File: src/rtl/bnn_estimate_pkg.sv
// Shared types and arithmetic helpers for the binarized estimate array.
// Contents: com_e command encoding, most-negative/most-positive constants
// for a signed width, and a saturating add used when ACC_SAT_EN is defined.
package bnn_estimate_pkg;

  localparam int unsigned COM_W  = 3;
  localparam int unsigned CALC_W = 64;

  typedef enum logic [COM_W-1:0] {
    INI   = 3'd0,
    ACC   = 3'd1,
    POOL  = 3'd2,
    NORM  = 3'd3,
    ACTIV = 3'd4
  } com_e;

  // Most negative value of a w-bit signed number, sign-extended to CALC_W.
  function automatic logic signed [CALC_W-1:0] most_neg(input int unsigned w);
    return -(64'sd1 <<< (w - 1));
  endfunction

  // Most positive value of a w-bit signed number.
  function automatic logic signed [CALC_W-1:0] max_pos(input int unsigned w);
    return (64'sd1 <<< (w - 1)) - 64'sd1;
  endfunction

  // a + b clamped to the signed w-bit range (operands must not overflow CALC_W).
  function automatic logic signed [CALC_W-1:0] sat_add(input logic signed [CALC_W-1:0] a,
                                                       input logic signed [CALC_W-1:0] b,
                                                       input int unsigned w);
    logic signed [CALC_W-1:0] s;
    logic signed [CALC_W-1:0] hi;
    logic signed [CALC_W-1:0] lo;
    s  = a + b;
    hi = max_pos(w);
    lo = most_neg(w);
    if (s > hi) return hi;
    if (s < lo) return lo;
    return s;
  endfunction

endpackage

File: src/rtl/bnn_estimate_array_popcount.sv
// bnn_popcount: combinational population count of a WIDTH-bit word.
// Ports: bits (in, WIDTH), count (out, $clog2(WIDTH)+1).
module bnn_popcount #(
  parameter  int unsigned WIDTH = 32,
  localparam int unsigned CNT_W = $clog2(WIDTH) + 1
) (
  input  logic [WIDTH-1:0] bits,
  output logic [CNT_W-1:0] count
);

  always_comb begin
    count = '0;
    for (int i = 0; i < WIDTH; i++) begin
      count = count + CNT_W'(bits[i]);
    end
  end

endmodule

File: src/rtl/bnn_estimate_array.sv
// bnn_estimate_array: NCH lock-step binarized estimate channels
// (XNOR-popcount accumulate, max-pool, normalize, sign activation).
// Optional macro ACC_SAT_EN: saturate ACC add and NORM shift/subtract
// instead of wrapping modulo 2^ACC_W.
// Ports: clk, reset (async, active-high); in_valid/com/addr/data command
// stream; p_addr (comb. = addr) / p_rdata (1-cycle latency, NCH lanes)
// parameter RAM; activ (per-channel pool sign) with activ_valid pulse.
module bnn_estimate_array
  import bnn_estimate_pkg::*;
#(
  parameter int unsigned WIDTH      = 32,
  parameter int unsigned NCH        = 4,
  parameter int unsigned ADDR_W     = 16,
  parameter int unsigned ACC_W      = 16,
  parameter int unsigned NORM_SHIFT = 6
) (
  input  logic                   clk,
  input  logic                   reset,
  input  logic                   in_valid,
  input  logic [COM_W-1:0]       com,
  input  logic [ADDR_W-1:0]      addr,
  input  logic [WIDTH-1:0]       data,
  output logic [ADDR_W-1:0]      p_addr,
  input  logic [NCH*WIDTH-1:0]   p_rdata,
  output logic [NCH-1:0]         activ,
  output logic                   activ_valid
);

  localparam int unsigned CNT_W = $clog2(WIDTH) + 1;
  localparam logic signed [ACC_W-1:0] POOL_RST = ACC_W'(most_neg(ACC_W));

  // acc + 2*popcount, wrapping or saturating.
  function automatic logic signed [ACC_W-1:0] acc_add(input logic signed [ACC_W-1:0] a,
                                                      input logic [CNT_W-1:0] n);
`ifdef ACC_SAT_EN
    return ACC_W'(sat_add(CALC_W'(a), CALC_W'({n, 1'b0}), ACC_W));
`else
    return a + ACC_W'({n, 1'b0});
`endif
  endfunction

  // (pool << NORM_SHIFT) - threshold, wrapping or saturating.
  function automatic logic signed [ACC_W-1:0] norm(input logic signed [ACC_W-1:0] p,
                                                   input logic signed [ACC_W-1:0] t);
`ifdef ACC_SAT_EN
    return ACC_W'(sat_add(CALC_W'(p) <<< NORM_SHIFT, -CALC_W'(t), ACC_W));
`else
    return ACC_W'(p <<< NORM_SHIFT) - t;
`endif
  endfunction

  logic                   s0_valid, s1_valid, s2_valid;
  logic [COM_W-1:0]       s0_com, s1_com, s2_com;
  logic [WIDTH-1:0]       s0_data, s1_data;
  logic [NCH*WIDTH-1:0]   s1_lane;
  logic [WIDTH-1:0]       s2_opnd [NCH];
  logic [CNT_W-1:0]       pcnt    [NCH];
  logic signed [ACC_W-1:0] acc_q  [NCH];
  logic signed [ACC_W-1:0] pool_q [NCH];
  logic signed [ACC_W-1:0] acc_d  [NCH];
  logic signed [ACC_W-1:0] pool_d [NCH];

  // RAM sees addr in the accept cycle, so its data lines up with S1.
  assign p_addr = addr;

  // S0 accept and S1 capture (command plus RAM lanes).
  always_ff @(posedge clk or posedge reset) begin
    if (reset) begin
      s0_valid <= 1'b0;
      s0_com   <= '0;
      s0_data  <= '0;
      s1_valid <= 1'b0;
      s1_com   <= '0;
      s1_data  <= '0;
      s1_lane  <= '0;
    end else begin
      s0_valid <= in_valid;
      s0_com   <= com;
      s0_data  <= data;
      s1_valid <= s0_valid;
      s1_com   <= s0_com;
      s1_data  <= s0_data;
      s1_lane  <= p_rdata;
    end
  end

  // S2 per-channel operand select; unused commands hold the old operand.
  always_ff @(posedge clk or posedge reset) begin
    if (reset) begin
      s2_valid <= 1'b0;
      s2_com   <= '0;
      for (int c = 0; c < NCH; c++) s2_opnd[c] <= '0;
    end else begin
      s2_valid <= s1_valid;
      s2_com   <= s1_com;
      for (int c = 0; c < NCH; c++) begin
        if (s1_valid) begin
          case (com_e'(s1_com))
            INI, POOL: s2_opnd[c] <= s1_data;
            ACC:       s2_opnd[c] <= ~(s1_data ^ s1_lane[c*WIDTH +: WIDTH]);
            NORM:      s2_opnd[c] <= s1_lane[c*WIDTH +: WIDTH];
            default:   ;
          endcase
        end
      end
    end
  end

  for (genvar g = 0; g < NCH; g++) begin : g_pc
    bnn_popcount #(.WIDTH(WIDTH)) u_popcount (
      .bits  (s2_opnd[g]),
      .count (pcnt[g])
    );
  end

  // S3 next-state: acc/pool only ever read and written here, so no hazards.
  always_comb begin
    for (int c = 0; c < NCH; c++) begin
      acc_d[c]  = acc_q[c];
      pool_d[c] = pool_q[c];
      if (s2_valid) begin
        case (com_e'(s2_com))
          INI: begin
            acc_d[c]  = s2_opnd[c][ACC_W-1:0];
            pool_d[c] = POOL_RST;
          end
          ACC: acc_d[c] = acc_add(acc_q[c], pcnt[c]);
          POOL: begin
            if (acc_q[c] > pool_q[c]) pool_d[c] = acc_q[c];
            acc_d[c] = s2_opnd[c][ACC_W-1:0];
          end
          NORM:    pool_d[c] = norm(pool_q[c], s2_opnd[c][ACC_W-1:0]);
          default: ;
        endcase
      end
    end
  end

  // S3 channel state and activation output.
  always_ff @(posedge clk or posedge reset) begin
    if (reset) begin
      for (int c = 0; c < NCH; c++) begin
        acc_q[c]  <= '0;
        pool_q[c] <= POOL_RST;
      end
      activ       <= '0;
      activ_valid <= 1'b0;
    end else begin
      for (int c = 0; c < NCH; c++) begin
        acc_q[c]  <= acc_d[c];
        pool_q[c] <= pool_d[c];
        if (s2_valid && (s2_com == ACTIV)) activ[c] <= pool_q[c][ACC_W-1];
      end
      activ_valid <= s2_valid && (s2_com == ACTIV);
    end
  end

endmodule

File: config.mk
export PLATFORM = sky130hd
export DESIGN_NAME = bnn_estimate_array
export DESIGN_NICKNAME = d
export VERILOG_FILES = /design/src/rtl/bnn_estimate_pkg.sv /design/src/rtl/bnn_estimate_array_popcount.sv /design/src/rtl/bnn_estimate_array.sv
export SDC_FILE = /design/constraint.sdc
export NUM_CORES = 1
export LEC_CHECK = 0
export CAP_MARGIN = 20
export CORE_ASPECT_RATIO = 0.6
export CORE_MARGIN = 2
export CORE_UTILIZATION = 60
export CTS_CLUSTER_DIAMETER = 60
export DETAILED_ROUTE_END_ITERATION = 10
export GPL_ROUTABILITY_DRIVEN = 0
export PLACE_DENSITY = 0.87
export SETUP_SLACK_MARGIN = 0.2
export SKIP_CTS_REPAIR_TIMING = 1
export SLEW_MARGIN = 20
export SYNTH_ARGS = -nofsm -noshare
export SYNTH_HDL_FRONTEND = slang
export SYNTH_SLANG_ARGS = --single-unit
File: constraint.sdc
create_clock -name clk -period 20.2 [get_ports clk]
set_input_delay 4.04 -clock clk [delete_from_list [all_inputs] [get_ports clk]]
set_output_delay 4.04 -clock clk [all_outputs]
set_load 0.02 [all_outputs]
== Yosys cells after proc, flatten, opt, wreduce, memory -nomap -nowiden ==
Cells that the tools add are included.
W data, S select, Z words.

* Memories kept: 0
* Bits in writable memories: 0
* Flip-flop bits (word level): 465
* Logic and storage cells: 208
* Memory bits (read-only): 0
* Latch bits: 0
* Input port bits: 182
* Output and inout port bits: 21

* $mul: 0
* Bitwise gates (word level): 8
* Mux-type cells: 16
* Add/subtract/negate cells: 132
* Reduce and logical (&&, ||, !) cells: 14
* Shift operators: 0
* $lt $le $gt $ge: 4
* Eq/ne operators: 11
* Divide/modulo/power cells: 0

{| class="wikitable"
|+ Operators by type and width
! kind !! count
|-
| $add A6 B1 Y6 || 120
|-
| $pmux W32 S3 || 4
|-
| $pmux W16 S3 || 4
|-
| $not A32 Y32 || 4
|-
| $pmux W16 S2 || 4
|-
| $xor A32 B32 Y32 || 4
|-
| $add A16 B7 Y16 || 4
|-
| $gt A16 B16 Y1 || 4
|-
| $mux W16 || 4
|-
| $sub A16 B16 Y16 || 4
|-
| $eq A3 B2 Y1 const B || 4
|-
| $reduce_and A3 Y1 || 4
|-
| $add A1 B1 Y2 || 4
|-
| $ne A2 B2 Y1 const B || 4
|-
| $eq A3 B1 Y1 const B || 2
|-
| $logic_not A3 Y1 || 2
|-
| $reduce_bool A3 Y1 || 2
|-
| $reduce_and A2 Y1 || 2
|-
| $reduce_or A2 Y1 || 2
|-
| $eq A3 B3 Y1 const B || 1
|-
| $reduce_bool A2 Y1 || 1
|-
| $logic_and A1 B1 Y1 || 1
|}

== Longest topological paths before layout ==
Gate-level depths: netlist (run 1).

* Depth after elaboration: 33
* Mapped depth: 26
* Mapped depth without buffers: 25

== Hierarchy ==
A second synthesis (run 1) with hierarchy kept.

* Cells, all modules: 2776
* Area, all modules: 26643.1 µm²

{| class="wikitable"
|+ Modules (own cells, without submodules)
! module !! area each (µm²) !! cells each !! times used
|-
| bnn_estimate_array || 23259.8 || 2400 || 1
|-
| bnn_popcount || 845.8 || 94 || 4
|}

== Least setup slack after synthesis (run 1) ==
No wires, ideal clock.

* Kind: input port to output port
* From: input addr[0]
* To: output p_addr[0]
* Cell stages on the path: 1
* Setup slack: 11.986 ns
* Data required time: 16.160 ns
* Path buffers: 1
* Data arrival time: 4.174 ns
* Cell sequence: buf_4

{| class="wikitable"
|+ RTL lines
! element !! RTL line !! text
|-
| start, declared || bnn_estimate_array.sv:21 || <nowiki>input logic [ADDR_W-1:0] addr,</nowiki>
|-
| end, declared || bnn_estimate_array.sv:23 || <nowiki>output logic [ADDR_W-1:0] p_addr,</nowiki>
|}

No word-level cell between the ends.

== Final worst setup path (run 1) ==
* From: input addr[0]
* To: output p_addr[0]

No word-level cell between the ends.

==> impl_metrics.csv, run 1 <==
group,metric,value,unit
routing,drtIter0Drc,3461,
placement,dp_hpwl,56200,um
floorplan,start_util,60.8,%
job,max-cap-violations,0,
logic_synthesis,async_reset_ff_share,100,%
timing,rsz0062_at_grt,"no",
timing,min_period,8.08,ns
worst_hold_path,hp-class,"flip-flop to flip-flop",
grt,grt_pass1_wl,121000,um
timing,whs,0.341,ns
cts,cts.sinks,465,
timing,fmax,124,MHz
routing,wl,79000,um
logic_synthesis,syn_inst,2663,
logic_synthesis,synth_most_common_cell,"dfrtp_1",
setup_path,reg2reg_depth,20,
logic_synthesis,synth_seq_cells,465,
routing,vias_per_cell,6.48,
status,status,"completed",
logic_synthesis,synth_area,26400,um^2
logic_synthesis,synth_edf_count,0,
routing,drtAntennaViolNets,0,
logic_synthesis,ys_top_cells_by_area,"dfrtp_1, fa_1, ha_1, a21oi_1, inv_1",
logic_synthesis,yosys.area_share.simple,8.58,%
timing,hold_violations,0,
cts,cts.htree.levels,2,
floorplan,std_cell_rows,59,
grt,grt_overflow,0,
layout,syn_to_final_growth,13.5,%
logic_synthesis,synth_xor_area_share,2.52,%
timing,report.final.setup_viol,0,
setup_path,required,16.16,ns
setup_path,worstSetupEndpointType,"primary output",
logic_synthesis,synth_mux_area_share,5.28,%
cts,cts_made_buffers,44,
setup_path,arrival,4.04,ns
cts,cts_tree,"yes",
logic_synthesis,synthAdderAreaFrac,15.2,%
logic_synthesis,synth_compound_area_share,17.6,%
logic_synthesis,ys_types,85,
logic_synthesis,yosys_warnings,0,
logic_synthesis,synth_area_per_cell,9.91,um^2
cts,clkTransAtPathRegs,0.06,ns
timing,finalCritPeriodShare,40.0,%
logic_synthesis,netlist.top_cell.by_area,"dfrtp_1",
routing,wl_per_cell,23.4,um
timing,drv_slew,0,
grt,grt_max_degree,211,
floorplan,core-area,43400,um^2
worst_hold_path,hold_depth,0,
routing,first_pass_iters,10,
cts,clock_latency,0.59,ns
grt,track_usage,34.4,%
layout,final_layout_size_suffix_gt1_share,5.66,%
logic_synthesis,synth_ff_type,"dfrtp_1",
logic_synthesis,yosysSeqAreaShare,44.1,%
grt,grt_pass1_vias,21294,
logic_synthesis,synth_top_area_share,43.7,%
cts,root_buffer,"clkbuf_16",
setup_path,cp-start-kind,"input pin",
setup_path,crit_fanout,1,
setup_path,critical_path_depth,0,
timing,slew_headroom,17.6,%
routing,remaining_drc_errors,0,
timing,fin_worst_skew,0.0441,ns
setup_path,path_class,"input pin to primary output",
cts,clk_path_buf_depth,3,
logic_synthesis,synthTopCellsByCount,"dfrtp_1, inv_1, a21oi_1",
timing,tns,0,ns
floorplan,die_area,45800,um^2
logic_synthesis,syn-num-nets,3105,
logic_synthesis,synth_top_family_by_area,"compound AO/OA/AOI/OAI gates",
floorplan,num_io_pins,203,
floorplan,chipHeight,166,um
setup_path,reg2reg_slack,12.92,ns
layout,nets,3200,
grt,grt_antenna_before_repair,4,
placement,port-buffer-count,170,
routing,vias,21842,
floorplan,die_w,275,um
layout,num-fill-cells,2899,
timing,worst_pin_slew,1.23,ns
-- logic make-up (layout without fill, tap and decap cells) --
group,count (synthesis),after routing
xor+xnor,76,76
buf+inv,451,580
fa+ha+maj,260,260
simple gates,500,500
compound gates,778,778
other cells,0,1
mux,133,133
flops,465,465
-- per-layer routing --
metal	vias to the layer above	track usage, %	share of wire, %
li1	9398	-	-
met1	10557	48.6	39
met2	1578	48.2	42
met3	301	14.5	15
met4	8	11.4	4.0
met5	-	0	0.061
-- cell type report --
class | instances | area, um^2 | area share, %
Antenna cell | 1 | 2.50 | 0.00835
Clock buffer | 62 | 1230 | 4.10
Clock inverter | 18 | 280 | 0.935
Inverter | 312 | 1180 | 3.94
Multi-Input combinational cell | 1747 | 13000 | 43.5
Sequential cell | 465 | 11600 | 38.8
Tap cell | 579 | 724 | 2.42
Timing Repair Buffer | 188 | 1870 | 6.25
-- per-stage QoR --
step	instance area [um^2]	utilization (%)	worst slack [ns]	instances
floorplan	26400	-	3.20	2663
global placement	28400	65.5	12.12	3290
detailed placement	28400	65.5	12.12	3290
CTS	29900	69.0	12.12	3370
global route	30000	69.1	12.12	3371
finish	30000	69.1	12.12	3372
-- worst paths after layout --
path	start	to
worst max-delay path	addr[0]	p_addr[0]
worst min-delay path	s0_data[7]	s1_data[7]
worst max register to register	s2_opnd[32]	acc_q[27]
worst min register to register	s0_data[7]	s1_data[7]
max in group asynchronous	reset	s2_opnd[20]
min in group asynchronous	reset	s0_data[8]
-- sequential cells by signal, summed over array words and instances, names as in the netlist --
name         flops
acc_q           64
activ            4
activ_valid      1
pool_q          64
s0_com           3
s0_data         32
s0_valid         1
s1_com           3
s1_data         32
s1_lane        128
s1_valid         1
s2_com           3
s2_opnd        128
s2_valid         1
-- placed cells by master, fill, tap and decap left out, types with 36 or more instances in the layout --
cell type / netlist / routed
clkbuf_16: 0 / 44
fa_1: 100 / 100
nand2_1: 246 / 246
clkdlybuf4s50_1: 0 / 170
o21ai_0: 194 / 194
a21oi_1: 250 / 249
inv_1: 311 / 309
mux2_2: 36 / 36
nor2_1: 98 / 95
o22ai_1: 139 / 139
mux2i_1: 88 / 88
ha_1: 160 / 160
dfrtp_1: 461 / 460
xnor2_1: 47 / 47
Power of run 1 is left out: the tool's default activity adds up to more than one toggle a clock period on the data nets, which glitch-free logic cannot reach.
==> run 2: changes to the inputs <==
==> constraint.sdc (replaced) <==
create_clock -name clk -period 7.9 [get_ports clk]
set_input_delay 1.58 -clock clk [delete_from_list [all_inputs] [get_ports clk]]
set_output_delay 1.58 -clock clk [all_outputs]
set_load 0.02 [all_outputs]
==> run 2 against run 1 <==
Effect of this change:
- die area stayed put
- design area is 0.25% higher
- register-to-register slack worse by 12 ns
- wire length is 1.6% higher
- via count is 0.13% lower
- critical path depth is 20 higher
==> impl_metrics.csv, run 2 (synthesized netlist as in run 1, its figures left out) <==
group,metric,value,unit
setup_path,crit_fanout,8,
timing,rsz0062_at_grt,"no",
routing,remaining_drc_errors,0,
grt,grt_pass1_vias,21507,
routing,drtIter0Drc,3286,
floorplan,core-area,43400,um^2
layout,utilization,69.2,%
floorplan,chipHeight,166,um
layout,final_cell_mix,"dfrtp_1, inv_1, a21oi_1, nand2_1, o21ai_0",
floorplan,start_util,60.8,%
grt,grt_overflow,0,
timing,fin_worst_skew,0.0180,ns
placement,placed_cell_area,28500,um^2
routing,vias_per_cell,6.45,
setup_path,critPathTopFamily,"adder cells",
setup_path,critPathBufInv,3,
layout,syn_to_final_growth,13.8,%
timing,worst_pin_slew,1.16,ns
grt,grt_pass1_wl,124000,um
setup_path,required,8.31,ns
routing,first_pass_iters,7,
cts,cts.htree.levels,2,
layout,mostFrequentLayoutCell,"dfrtp_1",
layout,nets,3207,
setup_path,cpMaxStageDelayCell,"fa_1",
timing,drv_slew,0,
routing,vias,21813,
cts,clk_path_buf_depth,3,
setup_path,max_stage_delay,0.55,ns
cts,clkTransAtPathRegs,0.07,ns
timing,tns,0,ns
timing,finalCritPeriodShare,90.4,%
setup_path,worstSetupEndpointType,"flip-flop",
job,max-cap-violations,0,
floorplan,std_cell_rows,59,
layout,final_layout_size_suffix_gt1_share,6.11,%
placement,dp_hpwl,58300,um
routing,wl,80300,um
grt,grt_antenna_before_repair,7,
layout,design_area,30000,um^2
cts,cts_tree,"yes",
cts,cts.sinks,465,
setup_path,crit_path_cell_trace,"inv_1 -> ha_1 -> inv_1 -> fa_1 -> fa_1 -> fa_1 -> fa_1 -> fa_1 -> fa_1 -> fa_1 -> fa_1 -> inv_1 -> fa_1 -> a21o_1 -> a21oi_1 -> o21bai_1 -> a21oi_1 -> nor2_1 -> a311oi_1 -> a211oi_1",
setup_path,path_class,"flip-flop to flip-flop",
timing,min_period,7.14,ns
floorplan,num_io_pins,203,
setup_path,arrival,7.55,ns
status,status,"completed",
floorplan,die_w,275,um
placement,dp.cells,3296,
layout,reg.largest.list,"s1_lane x128, s2_opnd x128",
cts,cts_made_buffers,44,
timing,hold_violations,0,
timing,slew_headroom,22.2,%
placement,port-buffer-count,170,
layout,final_cells,3381,
grt,track_usage,35.4,%
timing,fmax,140,MHz
cts,clock_latency,0.59,ns
floorplan,die_area,45800,um^2
routing,wl_per_cell,23.8,um
setup_path,crit_top_cell,"fa_1",
setup_path,cp-start-kind,"flip-flop",
grt,grt_max_degree,186,
worst_hold_path,hp-class,"flip-flop to flip-flop",
cts,root_buffer,"clkbuf_16",
timing,report.final.setup_viol,0,
routing,drtAntennaViolNets,0,
==> run 2: path summary, 6_finish.rpt <==
path / from / to / slack (ns) / cells past startpoint
max in group asynchronous: reset / s1_data[19] / 4.63 / 5
max: s2_opnd[32] / acc_q[29] / 0.76 / 20
min reg2reg: s0_data[26] / s1_data[26] / 0.35 / 0
max reg2reg: s2_opnd[32] / acc_q[29] / 0.76 / 20
min in group asynchronous: reset / s0_com[1] / 1.42 / 2
min: s0_data[26] / s1_data[26] / 0.35 / 0
==> run 2: final cells by class <==
| class | instances | area (um^2) |
|---|---|---|
| inverters | 312 | 1180 |
| well taps | 579 | 724 |
| repair buffers | 195 | 1940 |
| clock buffers | 58 | 1240 |
| flip-flops and latches | 465 | 11600 |
| clock inverters | 22 | 277 |
| diodes | 3 | 7.51 |
| multi-input cells | 1747 | 13000 |
| fillers | 2912 | 13400 |
==> run 2: metrics by stage <==
step | setup slack [ns] | hold WS (ns)
2_1_floorplan | 0.0283 | 0.331
3_3_place_gp | 1.22 | 0.333
3_5_place_dp | 0.892 | 0.335
4_1_cts | 0.858 | 0.349
5_1_grt | 0.562 | 0.354
6_report | 0.759 | 0.348
==> run 2: metal layers <==
metal	GRT usage, %	routed length [um]	vias to the layer above
met5	0	22	-
met3	16.1	12800	293
met2	48.5	32600	1536
met1	50.0	31600	10575
li1	-	-	9405
met4	11.8	3250	4
Power of run 2 is left out for the same reason.
